File: src/rtl/if_fetch.sv
// Instruction-fetch stage: owns the fetch PC, talks req/ack to imem,
// and presents pc/inst/valid to IF/ID with a one-entry skid buffer.
module if_fetch #(
  parameter logic [31:0] RESET_PC = 32'h0000_0000
) (
  input  logic        clk,
  input  logic        rst,
  input  logic        stall_i,
  input  logic        flush_i,
  input  logic [31:0] new_pc_i,
  output logic        imem_req_o,
  output logic [31:0] imem_addr_o,
  input  logic        imem_ack_i,
  input  logic [31:0] imem_rdata_i,
  output logic [31:0] if_pc_o,
  output logic [31:0] if_inst_o,
  output logic        if_valid_o
);

  localparam logic [1:0] IDLE  = 2'd0;
  localparam logic [1:0] FETCH = 2'd1;
  localparam logic [1:0] DRAIN = 2'd2;
  localparam logic [1:0] FLUSH = 2'd3;

  logic [1:0]  state_q, state_d;
  logic [31:0] fetch_pc_q, fetch_pc_d;
  logic [31:0] pending_pc_q, pending_pc_d;
  logic        out_valid_q, out_valid_d;
  logic [31:0] out_pc_q, out_pc_d;
  logic [31:0] out_inst_q, out_inst_d;
  logic        skid_valid_q, skid_valid_d;
  logic [31:0] skid_pc_q, skid_pc_d;
  logic [31:0] skid_inst_q, skid_inst_d;

  logic out_free;
  logic busy;

  assign out_free = !out_valid_q || !stall_i;
  assign busy     = (state_q == FETCH) || (state_q == FLUSH);

  assign imem_req_o  = busy;
  assign imem_addr_o = fetch_pc_q;
  assign if_valid_o  = out_valid_q;
  assign if_pc_o     = out_pc_q;
  assign if_inst_o   = out_inst_q;

  always_comb begin
    state_d      = state_q;
    fetch_pc_d   = fetch_pc_q;
    pending_pc_d = pending_pc_q;
    out_valid_d  = out_valid_q && stall_i;
    out_pc_d     = out_pc_q;
    out_inst_d   = out_inst_q;
    skid_valid_d = skid_valid_q;
    skid_pc_d    = skid_pc_q;
    skid_inst_d  = skid_inst_q;

    case (state_q)
      IDLE: state_d = FETCH;
      FETCH: begin
        if (imem_ack_i) begin
          fetch_pc_d = fetch_pc_q + 32'd4;
          if (out_free) begin
            out_valid_d = 1'b1;
            out_pc_d    = fetch_pc_q;
            out_inst_d  = imem_rdata_i;
          end else begin
            skid_valid_d = 1'b1;
            skid_pc_d    = fetch_pc_q;
            skid_inst_d  = imem_rdata_i;
            state_d      = DRAIN;
          end
        end
      end
      DRAIN: begin
        if (!stall_i) begin
          out_valid_d  = skid_valid_q;
          out_pc_d     = skid_pc_q;
          out_inst_d   = skid_inst_q;
          skid_valid_d = 1'b0;
          state_d      = FETCH;
        end
      end
      default: begin
        if (imem_ack_i) begin
          fetch_pc_d = pending_pc_q;
          state_d    = FETCH;
        end
      end
    endcase

    // A flush must not drop an outstanding request: park the target instead.
    if (flush_i) begin
      out_valid_d  = 1'b0;
      skid_valid_d = 1'b0;
      if (busy && !imem_ack_i) begin
        pending_pc_d = new_pc_i;
        state_d      = FLUSH;
      end else begin
        fetch_pc_d = new_pc_i;
        state_d    = FETCH;
      end
    end
  end

  always_ff @(posedge clk) begin
    if (rst) begin
      state_q      <= IDLE;
      fetch_pc_q   <= RESET_PC;
      pending_pc_q <= RESET_PC;
      out_valid_q  <= 1'b0;
      out_pc_q     <= 32'h0;
      out_inst_q   <= 32'h0;
      skid_valid_q <= 1'b0;
      skid_pc_q    <= 32'h0;
      skid_inst_q  <= 32'h0;
    end else begin
      state_q      <= state_d;
      fetch_pc_q   <= fetch_pc_d;
      pending_pc_q <= pending_pc_d;
      out_valid_q  <= out_valid_d;
      out_pc_q     <= out_pc_d;
      out_inst_q   <= out_inst_d;
      skid_valid_q <= skid_valid_d;
      skid_pc_q    <= skid_pc_d;
      skid_inst_q  <= skid_inst_d;
    end
  end

endmodule
File: config.mk
export PLATFORM = sky130hd
export DESIGN_NAME = if_fetch
export DESIGN_NICKNAME = d
export VERILOG_FILES = /design/src/rtl/if_fetch.sv
export SDC_FILE = /design/constraint.sdc
export NUM_CORES = 1
export LEC_CHECK = 0
export BUFFER_PORTS_ARGS = -buffer_cell sky130_fd_sc_hd__buf_2
export CORE_AREA = 2 2 153 155
export CTS_CLUSTER_SIZE = 12
export DETAILED_ROUTE_END_ITERATION = 12
export DIE_AREA = 0 0 155 157
export HOLD_SLACK_MARGIN = 0.15
export MAX_ROUTING_LAYER = met4
export PLACE_DENSITY = 0.71
export SYNTH_ARGS = -nofsm -noshare
export SYNTH_HDL_FRONTEND = slang
export SYNTH_SLANG_ARGS = --single-unit
File: constraint.sdc
create_clock -name clk -period 1.9 [get_ports clk]
set_input_delay 0 -clock clk [delete_from_list [all_inputs] [get_ports clk]]
set_output_delay 0 -clock clk [all_outputs]
set_load 0.005 [all_outputs]
======== Word-level counts from Yosys, hierarchy flattened ========
Cells that the tools add are included.
word-level totals
  flip-flop bits (word level) ............. 196
  logic and storage cells ................. 66
operators by class
  add/sub/neg operators ................... 1
  eq/ne operators ......................... 10
  multiplexer cells ....................... 28
  bitwise gates (word level) .............. 1
  reductions and logical operators ........ 17
operator list
  kind                                                             number
  32-bit two-way mux                                               10
  32-bit case mux with 2 select lines                              3
  32-bit by 3-bit adder with 32-bit output, second input constant  1
  2-bit two-way mux                                                6
  4-bit AND reduction                                              3
  3-bit inequality test, second input constant                     3
  2-bit inequality test, second input constant                     4
  1-bit two-way mux                                                6
  2-bit case mux with 3 select lines                               1
  2-bit == test, second input constant                             2
  1-bit case mux with 2 select lines                               2
  4-bit nonzero test                                               1
  2-bit OR reduction                                               2
  1-bit zero test                                                  3
  3-bit AND reduction                                              1
  2-bit by 1-bit == test with 1-bit output, second input constant  1
  1-bit logical AND                                                2
  2-bit zero test                                                  1
  1-bit logical OR                                                 2
  2-bit AND reduction                                              1
  2-bit nonzero test                                               1
  1-bit inverter                                                   1

======== Depth between registers and ports, before layout ========
Gate-level depths: netlist of the first run.
  depth in word-level cells ............... 6
  gate-level depth with buffers ........... 11
  mapped depth without buffers ............ 8

======== Worst setup path after synthesis of the first run ========
Ideal clock, no wire load.
  kind .................................... register to register
  start point ............................. register state_q[0]
  end point ............................... register fetch_pc_q[20], in the netlist imem_addr_o[20]
  setup time .............................. 153 ps
  data arrival time ....................... 1,824 ps
  slack ................................... -77 ps
  cell stages (with the launch flop) ...... 8
  buffers on the path ..................... 1
  clock period less this slack ............ 1,977 ps
  path through ............................ dfxtp_1 > inv_1 > ha_1 > or2_2 > clkbuf_1 > or3_2 > o221ai_1 > a311oi_1
on the way
  cells in the longest elaborated chain, start to end .. 5
  elaborated cells between the ends (all ways) .. 10
  those cells by class .................... eq/ne: 3; mux: 3; reduce/logical: 4
ends and longest elaborated chain
  item                                                                             line    text
  start: declaration                                                               25      logic [1:0] state_q, state_d;
  start signal: assignment                                                         118     state_q <= state_d;
  2-bit == test, or another cell as far along                                      58      case (state_q)
  2-bit OR reduction (no line) / 1-bit logical OR (equally long branches)          --
  32-bit case mux with 2 select lines / 1-bit logical AND (equally long branches)  58, 96
  32-bit two-way mux                                                               96      if (busy && !imem_ack_i) begin
  32-bit two-way mux *                                                             93      if (flush_i) begin
  end signal: assignment                                                           119     fetch_pc_q <= fetch_pc_d;
  end: declaration                                                                 26      logic [31:0] fetch_pc_q, fetch_pc_d;
Mark *: on every way between the ends. The rest lies on a longest branch, timed or not.
A chain may end at the register's enable or synchronous reset.

======== Worst setup path after layout of the first run ========
  start point ............................. register fetch_pc_q[2], in the netlist imem_addr_o[2]
  end point ............................... register fetch_pc_q[22], in the netlist imem_addr_o[22]
on the way
  cells in the longest elaborated chain, start to end .. 5
ends and longest elaborated chain
  item                                        line  text
  32-bit by 3-bit adder with 32-bit output *  62    fetch_pc_d = fetch_pc_q + 32'd4;
  32-bit two-way mux *                        61    if (imem_ack_i) begin
  32-bit case mux with 2 select lines *       58
  32-bit two-way mux                          96
  32-bit two-way mux *                        93
Marks and branches as above.

==> results of run 1 <==
==> path summary, 6_finish.rpt <==
| check | start | endpoint | cells past startpoint | slack [ns] |
|---|---|---|---|---|
| max | imem_addr_o[2]$_SDFF_PP0_ | imem_addr_o[22]$_SDFF_PP0_ | 6 | 0.02 |
| min reg2reg | skid_pc_q[4]$_SDFFE_PP0P_ | skid_pc_q[4]$_SDFFE_PP0P_ | 2 | 0.45 |
| max reg2reg | imem_addr_o[2]$_SDFF_PP0_ | imem_addr_o[22]$_SDFF_PP0_ | 6 | 0.02 |
| min | new_pc_i[13] | pending_pc_q[13]$_SDFFE_PP0P_ | 4 | 0.36 |
==> metal layers <==
layer,wire length [um],up-vias
li1,-,4372
met1,12700,4231
met2,12800,380
met3,1890,84
met4,1040,0
met5,0,-
==> registers in the layout (all words and copies together), names as in the netlist <==
name          count
state_q           2
skid_inst_q      32
if_inst_o        32
skid_pc_q        32
if_pc_o          32
pending_pc_q     32
imem_addr_o      32
if_valid_o        1
skid_valid_q      1
==> power by group <==
group | total, W | switching, W | leakage, nW | internal, W
logic | 0.00227 | 0.00122 | 2.69 | 0.00105
clock network | 0.00365 | 0.00177 | 0.289 | 0.00188
registers | 0.00459 | 0.000204 | 1.60 | 0.00439
total | 0.0105 | 0.00320 | 4.58 | 0.00731
==> tightest hold or removal path, delay by kind of cell <==
kind / cells / cell delay (ns)
AO/OA/AOI/OAI: 1 / 0.05
AND/OR/NAND/NOR: 1 / 0.05
buffers and inverters: 2 / 0.66
==> cell families (layout without fill, tap and decap cells) <==
kind of cell,Yosys count,count (layout),share of synthesized area
simple gates,401,401,0.192
compound gates,296,296,0.210
mux,80,80,0.0898
buf+inv,114,365,0.0544
fa+ha+maj,5,5,0.00701
xor+xnor,7,7,0.00687
other cells,0,1,0
flops,196,196,0.439
==> layout by cell type (no fill, tap or decap), types with 8 or more instances in the layout <==
master         count
a311oi_1           9
a21oi_1          122
a211oi_2          12
buf_2            165
mux2i_1           79
a211oi_1          59
nor2_1            95
buf_4             73
nand4_1            9
a221oi_1           8
nand3_1           17
a31oi_1            8
buf_12            11
dlygate4sd3_1     68
clkbuf_16         17
dfxtp_1          194
o21ai_0           31
nor3_1            16
nand2_1          218
==> metrics by stage <==
step	total power [W]	util	cell area (um^2)	hold slack, ns	std cells
after floorplan	0.00573	-	8940	0.136	1099
after global placement	0.00661	0.466	10500	0.252	1532
after detailed placement	0.00664	0.466	10500	0.259	1532
after CTS	0.0104	0.528	11900	0.343	1634
after global routing	0.0110	0.536	12100	0.352	1635
final	0.0105	0.536	12100	0.359	1636
==> what timing repair did <==
item                                    CTS  global route
gates resized for setup                   8            39
setup buffers                             1             1
cloned                                    2             0
endpoints found under the hold margin   134             0
hold buffers                             68             0
pin swaps                                 1             2
endpoints found under the setup margin   51            84
==> cell type report <==
type	instances	area (um^2)	share of cell area
Tap cell	285	357	0.0296
Clock buffer	17	425	0.0353
Inverter	10	37.5	0.00311
Sequential cell	196	3930	0.326
Multi-Input combinational cell	789	4750	0.394
Timing Repair Buffer	324	2400	0.199
Clock inverter	14	166	0.0138
Antenna cell	1	2.50	0.000207
==> flow_summary.ini, run 1 <==
[clocking]
ctsLongestPathBuffers = 2
cts.clk_slew.worst_paths_ns = 0.07
cts_tree = done
numCtsBuffers = 17
cts.htree.levels = 4
clk-insertion-delay-late_ns = 0.44
cts-root-buf = clkbuf_16
cts_num_sinks = 196

[worst_setup_path]
cp_slowest_stage_delay_ns = 0.38
crit_chain = ha_2, and4_4, nand2_2, nor3_1, mux2_2, a31oi_1
critPathTopFamily = simple AND/OR/NAND/NOR gates
cp-start-kind = flop
crit_path_top_delay_cell = mux2_2
critPathMaxFanout = 4
cp-end-kind = flop
arrival_ns = 2.23
path_class = flop to flop
required_ns = 2.25
crit_buf_inv = 0

[global_route]
grt_pass1_vias = 8413
grt_use_met2 = 0.343
grt_first_pass_wirelength_mm = 44.2
grt_max_degree = 85
grt_overflow = 0
met3_usage = 0.0443
grtUsageTotal = 0.234
gr-usage-met1 = 0.313
busiest_layer = met2
antenna_found_initial = 0

[run]
cap_violations = 0

[yosys]
ys_types = 62
yosysSeqAreaShare = 0.439
syn_avg_cell_area_um2 = 8.13
ys_warn_count = 0
synth_common_cells = nand2_1, dfxtp_1, a21oi_1
netlist_instances = 1099
async_flop_share = 0
ys_seq_elements = 196
yosys.area.top_type = dfxtp_1
syn_nets = 1173
synth_enable_flop_cells = 0
synthesis.area_mm2 = 0.00893
synthTopCellsByArea = dfxtp_1, nand2_1, mux2i_1
yosysMostFrequentCell = nand2_1
synth_ff_type = dfxtp_1
synth_top_area_frac = 0.439

[power]
power.density_mw_per_mm2 = 871
ir_worst_vdd_uv = 558
p_leak_nw = 4.58

[drt]
wirelength_mm = 28.4
via_per_inst = 5.54
wire_per_inst_um = 17.4
dr.pass1.iters = 7
drc = 0
drt-initial-drc-count = 736
via_count = 9067
drtAntennaViolNets = 0

[sta]
setup-violations-final = 0
slew_violations = 0
hold_viol = 0
tns_ns = 0
max_freq_mhz = 532
fin_ws_ns = 0.0195
fin_crit_sh = 0.990
post-route-min-period_ns = 1.88
tightest_slew_ns = 0.448
relSlewSlack = 0.701
clock_skew_ns = 0.00927

[layout]
syn_to_final_growth_pct = 35.1
nNetsFinal = 1412
drive_gt1_frac = 0.248
fillCellCount = 1967

[run_status]
status = complete, no violations

[floorplan]
ioPinCount = 167
fp.dieH_um = 157
die_area_mm2 = 0.0243
row_count = 55
die_x_um = 155
coreArea_mm2 = 0.0225
initial_core_util = 0.397

[min_path]
hold_path.class = primary input to flop

[placed_design]
hpwl_mm = 18.6
gp_congestion = 0.862
dp_slack_ns = -0.0631
port_buffers = 166
Power figures use the tool's default switching activity.
==> run 2: changes to the inputs <==
BUFFER_PORTS_ARGS = -buffer_cell sky130_fd_sc_hd__clkbuf_2   (was -buffer_cell sky130_fd_sc_hd__buf_2)
PLACE_DENSITY = 0.69   (was 0.71)
clock period = 2.3 ns   (was 1.9 ns; I/O delays follow)
==> flow_summary.ini, run 2 (same netlist as run 1, synthesis figures left out) <==
[sta]
post-route-min-period_ns = 2.17
setup-violations-final = 0
max_freq_mhz = 461
slew_violations = 0
clock_skew_ns = 0.0101
hold_viol = 0
relSlewSlack = 0.583
rsz0062_at_grt = no
fin_crit_sh = 0.943
tightest_slew_ns = 0.625
tns_ns = 0

[worst_setup_path]
cp.depth = 6
cp_slowest_stage_delay_ns = 0.51
path_class = flop to flop
cp-start-kind = flop
critPathTopFamily = simple AND/OR/NAND/NOR gates
crit_buf_inv = 0
critPathMaxFanout = 7
reg2reg_depth = 6
crit_chain = ha_1, and4_1, nand2_1, or3_2, o221ai_1, a311oi_1
cp-end-kind = flop
arrival_ns = 2.46
crit_path_top_delay_cell = dfxtp_1
required_ns = 2.59

[floorplan]
initial_core_util = 0.397
ioPinCount = 167
row_count = 55
die_area_mm2 = 0.0243
coreArea_mm2 = 0.0225
fp.dieH_um = 157
die_x_um = 155

[drt]
drc = 0
via_count = 8775
drtAntennaViolNets = 0
dr.pass1.iters = 5
wirelength_mm = 27.7
drt-initial-drc-count = 865
wire_per_inst_um = 17.2
via_per_inst = 5.46

[clocking]
cts.clk_slew.worst_paths_ns = 0.07
cts_tree = done
clk-insertion-delay-late_ns = 0.43
post_cts_buffers = 0
cts_num_sinks = 196
ctsLongestPathBuffers = 2
cts-root-buf = clkbuf_16
cts.htree.levels = 4
numCtsBuffers = 17

[global_route]
grt_first_pass_wirelength_mm = 42.6
grtUsageTotal = 0.226
grt_overflow = 0
antenna_found_initial = 0
grt_pass1_vias = 7993
grt_max_degree = 76

[layout]
fillCellCount = 2101
drive_gt1_frac = 0.206
final_common_cell = nand2_1
layout_common_cells = nand2_1, dfxtp_1, clkbuf_2
layout.area.seq_mm2 = 0.00393
multi_input_area_mm2 = 0.00457
nNetsFinal = 1381
syn_to_final_growth_pct = 29.7

[power]
power.density_mw_per_mm2 = 753
p_leak_nw = 4.33
ir_worst_vdd_uv = 516
power.total_w = 0.00872

[run_status]
status = complete, no violations

[placed_design]
port_buffers = 166
hpwl_mm = 18.1
gp_congestion = 0.908

[run]
cap_violations = 0

[min_path]
hold_path.class = primary input to flop
hold_depth = 3
## run 2: cell count changes in the layout (fill, tap and decap cells not counted), sizes merged
cell / delta
clkinv: -2
clkbuf: +168
bufinv: +3
buf: -194
bufbuf: -2
dlygate4sd3: -1
inv: -2
## run 2: path summary, 6_finish.rpt
path,start,to,slack [ns]
min reg2reg,skid_inst_q[15]$_SDFFE_PP0P_,skid_inst_q[15]$_SDFFE_PP0P_,0.45
max reg2reg,imem_addr_o[3]$_SDFF_PP0_,imem_addr_o[20]$_SDFF_PP0_,0.13
min,imem_ack_i,if_valid_o$_SDFF_PP0_,0.17
max,imem_addr_o[3]$_SDFF_PP0_,imem_addr_o[20]$_SDFF_PP0_,0.13
## run 2: stage by stage
| stage | utilization | worst slack [ns] | instance area, um^2 | instances | hold WS (ns) |
|---|---|---|---|---|---|
| 4_1_cts | 0.513 | 0.125 | 11500 | 1603 | 0.166 |
| 3_3_place_gp | 0.455 | 0.168 | 10200 | 1504 | 0.237 |
| 3_5_place_dp | 0.455 | 0.133 | 10200 | 1504 | 0.242 |
| 5_1_grt | 0.514 | 0.0119 | 11600 | 1605 | 0.192 |
| 6_report | 0.515 | 0.130 | 11600 | 1606 | 0.170 |
| 2_1_floorplan | - | 0.323 | 8930 | 1099 | 0.136 |
## run 2: layout make-up
cell class / instances / area share
well taps: 285 / 0.0308
diodes: 1 / 0.000216
inverters: 10 / 0.00324
clock buffers: 19 / 0.0382
flip-flops and latches: 196 / 0.339
multi-input cells: 789 / 0.394
clock inverters: 13 / 0.0166
repair buffers: 293 / 0.178
## run 2: worst reg2reg max path, stage by stage, from the launching register on
cell	delay, ns
dfxtp_1	0.51
ha_1	0.25
and4_1	0.34
nand2_1	0.17
or3_2	0.47
o221ai_1	0.19
a311oi_1	0.11
## run 2: repair_timing
action | 4_1_cts | 5_1_grt
hold endpoints to repair | 134 | 0
hold buffers | 67 | 0
gates resized for setup | 0 | 7
setup endpoints to repair | 0 | 42
## run 2: routing by layer
metal  share of wire  GRT usage  vias up  wire (um)
li1                -          -     4297          -
met1            0.46      0.313     4078      12700
met2            0.45      0.325      342      12300
met3           0.067     0.0391       58       1870
met4           0.029     0.0913        0        801
met5               0          -        -          0
## run 2: power by group
group          leakage [nW]  switching [W]  internal [W]  total [W]
Combinational          2.41       0.000951      0.000737    0.00169
Sequential             1.60       0.000179       0.00363    0.00380
Clock                 0.310        0.00135       0.00187    0.00322
==> run 3: changes to the inputs <==
CORE_AREA = 2 2 109 217   (was 2 2 153 155)
DIE_AREA = 0 0 111 219   (was 0 0 155 157)
PLACE_DENSITY = default   (was 0.69)
PLACE_DENSITY_LB_ADDON = 0.12   (was default)
==> flow_summary.ini, run 3 (same netlist as run 1, synthesis figures left out) <==
[run_status]
status = complete, no violations

[sta]
max_freq_mhz = 473
hold_viol = 0
fin_crit_sh = 0.919
rsz0062_at_grt = no
tightest_slew_ns = 0.601
relSlewSlack = 0.599
setup-violations-final = 0
clock_skew_ns = 0.00904
slew_violations = 0
post-route-min-period_ns = 2.11
tns_ns = 0

[power]
switching_share = 0.283
ir_worst_vdd_uv = 511
p_clk_frac = 0.373
power.total_w = 0.00870
power.density_mw_per_mm2 = 750
p_leak_nw = 4.34
power.switching_w = 0.00246
seqPwrFrac = 0.435
power.internal_w = 0.00624
pwr-share-comb = 0.192

[global_route]
grt_pass1_vias = 8226
grt_first_pass_wirelength_mm = 43.9
gr-usage-met1 = 0.262
antenna_found_initial = 0
met3_usage = 0.0389
busiest_layer = met2
grt_use_met2 = 0.401
grt_overflow = 0
grtUsageTotal = 0.233
grt_max_degree = 74

[layout]
nNetsFinal = 1386
diodes = 0
syn_to_final_growth_pct = 29.8
fillCellCount = 2259
drive_gt1_frac = 0.208
layout_common_cells = nand2_1, dfxtp_1, clkbuf_2
final_common_cell = nand2_1

[drt]
drc = 0
wirelength_mm = 27.5
drt-initial-drc-count = 431
drtAntennaViolNets = 0
via_per_inst = 5.34
dr.pass1.iters = 5
via_count = 8577
wire_per_inst_um = 17.1

[clocking]
cts_resized = 0
cts_num_sinks = 196
cts.clk_slew.worst_paths_ns = 0.08
post_cts_buffers = 0
cts.htree.levels = 4
ctsLongestPathBuffers = 2
numCtsBuffers = 17
cts_tree = done
cts-root-buf = clkbuf_16
clk-insertion-delay-late_ns = 0.45

[worst_setup_path]
path_class = flop to flop
critPathTopFamily = simple AND/OR/NAND/NOR gates
cp-start-kind = flop
arrival_ns = 2.46
crit_chain = inv_1, ha_1, nor2_1, inv_1, a21boi_1, buf_4, a221oi_1, or3_1, o41ai_1
cp-end-kind = flop
critPathMaxFanout = 7
required_ns = 2.64
crit_buf_inv = 3
crit_path_top_delay_cell = dfxtp_1
crit_top_cell = inv_1
rr_startpoint = state_q[1]$_SDFFE_PP0P_
cp_slowest_stage_delay_ns = 0.41
crit_start = state_q[1]$_SDFFE_PP0P_

[placed_design]
hpwl_mm = 18.8
port_buffers = 166
gp_congestion = 0.900

[min_path]
holdCritStartpoint = new_pc_i[11]
hold_path.class = primary input to flop

[floorplan]
die_x_um = 111
die_area_mm2 = 0.0243
ioPinCount = 167
row_count = 78
coreArea_mm2 = 0.0225
initial_core_util = 0.396
fp.dieH_um = 219

[run]
cap_violations = 0
==> run 3: worst paths after layout <==
kind / end / depth (start not counted) / slack [ns]
hold reg to reg: skid_inst_q[19]$_SDFFE_PP0P_ / 2 / 0.45
setup / recovery: imem_addr_o[25]$_SDFF_PP0_ / 9 / 0.19
hold / removal: pending_pc_q[11]$_SDFFE_PP0P_ / 4 / 0.32
setup reg to reg: imem_addr_o[25]$_SDFF_PP0_ / 9 / 0.19
==> run 3: tightest hold or removal path, stage by stage <==
cell           delay [ns]
dlygate4sd3_1        0.53
clkbuf_2             0.11
nand2_1              0.05
a21oi_1              0.05
==> run 3: cell type report <==
| cell class | count | area (um^2) | share of cell area |
|---|---|---|---|
| multi-input combinational | 789 | 4560 | 0.394 |
| inverter | 10 | 37.5 | 0.00324 |
| sequential | 196 | 3920 | 0.338 |
| clock inverter | 13 | 180 | 0.0155 |
| timing repair buffer | 298 | 2090 | 0.180 |
| tap | 280 | 350 | 0.0302 |
| clock buffer | 19 | 453 | 0.0391 |
==> run 3: through the flow <==
step	instances	setup WS (ns)	instance area, um^2	hold slack, ns	utilization
2_1_floorplan	1099	0.323	8930	0.136	-
3_3_place_gp	1505	0.269	10300	0.237	0.456
3_5_place_dp	1505	0.224	10300	0.243	0.456
4_1_cts	1605	0.198	11600	0.300	0.514
5_1_grt	1605	0.0414	11600	0.327	0.514
6_report	1605	0.185	11600	0.319	0.514
==> run 3: power groups by stage <==
stage / clock network [W] / logic [W] / registers, W
floorplan: 0 / 0.000864 / 0.00386
global placement: 0 / 0.00158 / 0.00386
detailed placement: 0 / 0.00159 / 0.00387
CTS: 0.00332 / 0.00168 / 0.00379
global route: 0.00345 / 0.00185 / 0.00381
finish: 0.00324 / 0.00167 / 0.00379
==> run 3: metal layers <==
metal	vias to the layer above	routed length, um
met5	-	0
met4	0	1170
met3	64	998
met2	222	14100
met1	3985	11300
li1	4306	-
==> run 3: what timing repair did <==
action,in CTS,in global routing
endpoints found under the hold margin,157,0
hold buffers,68,0
setup endpoints to repair,0,0
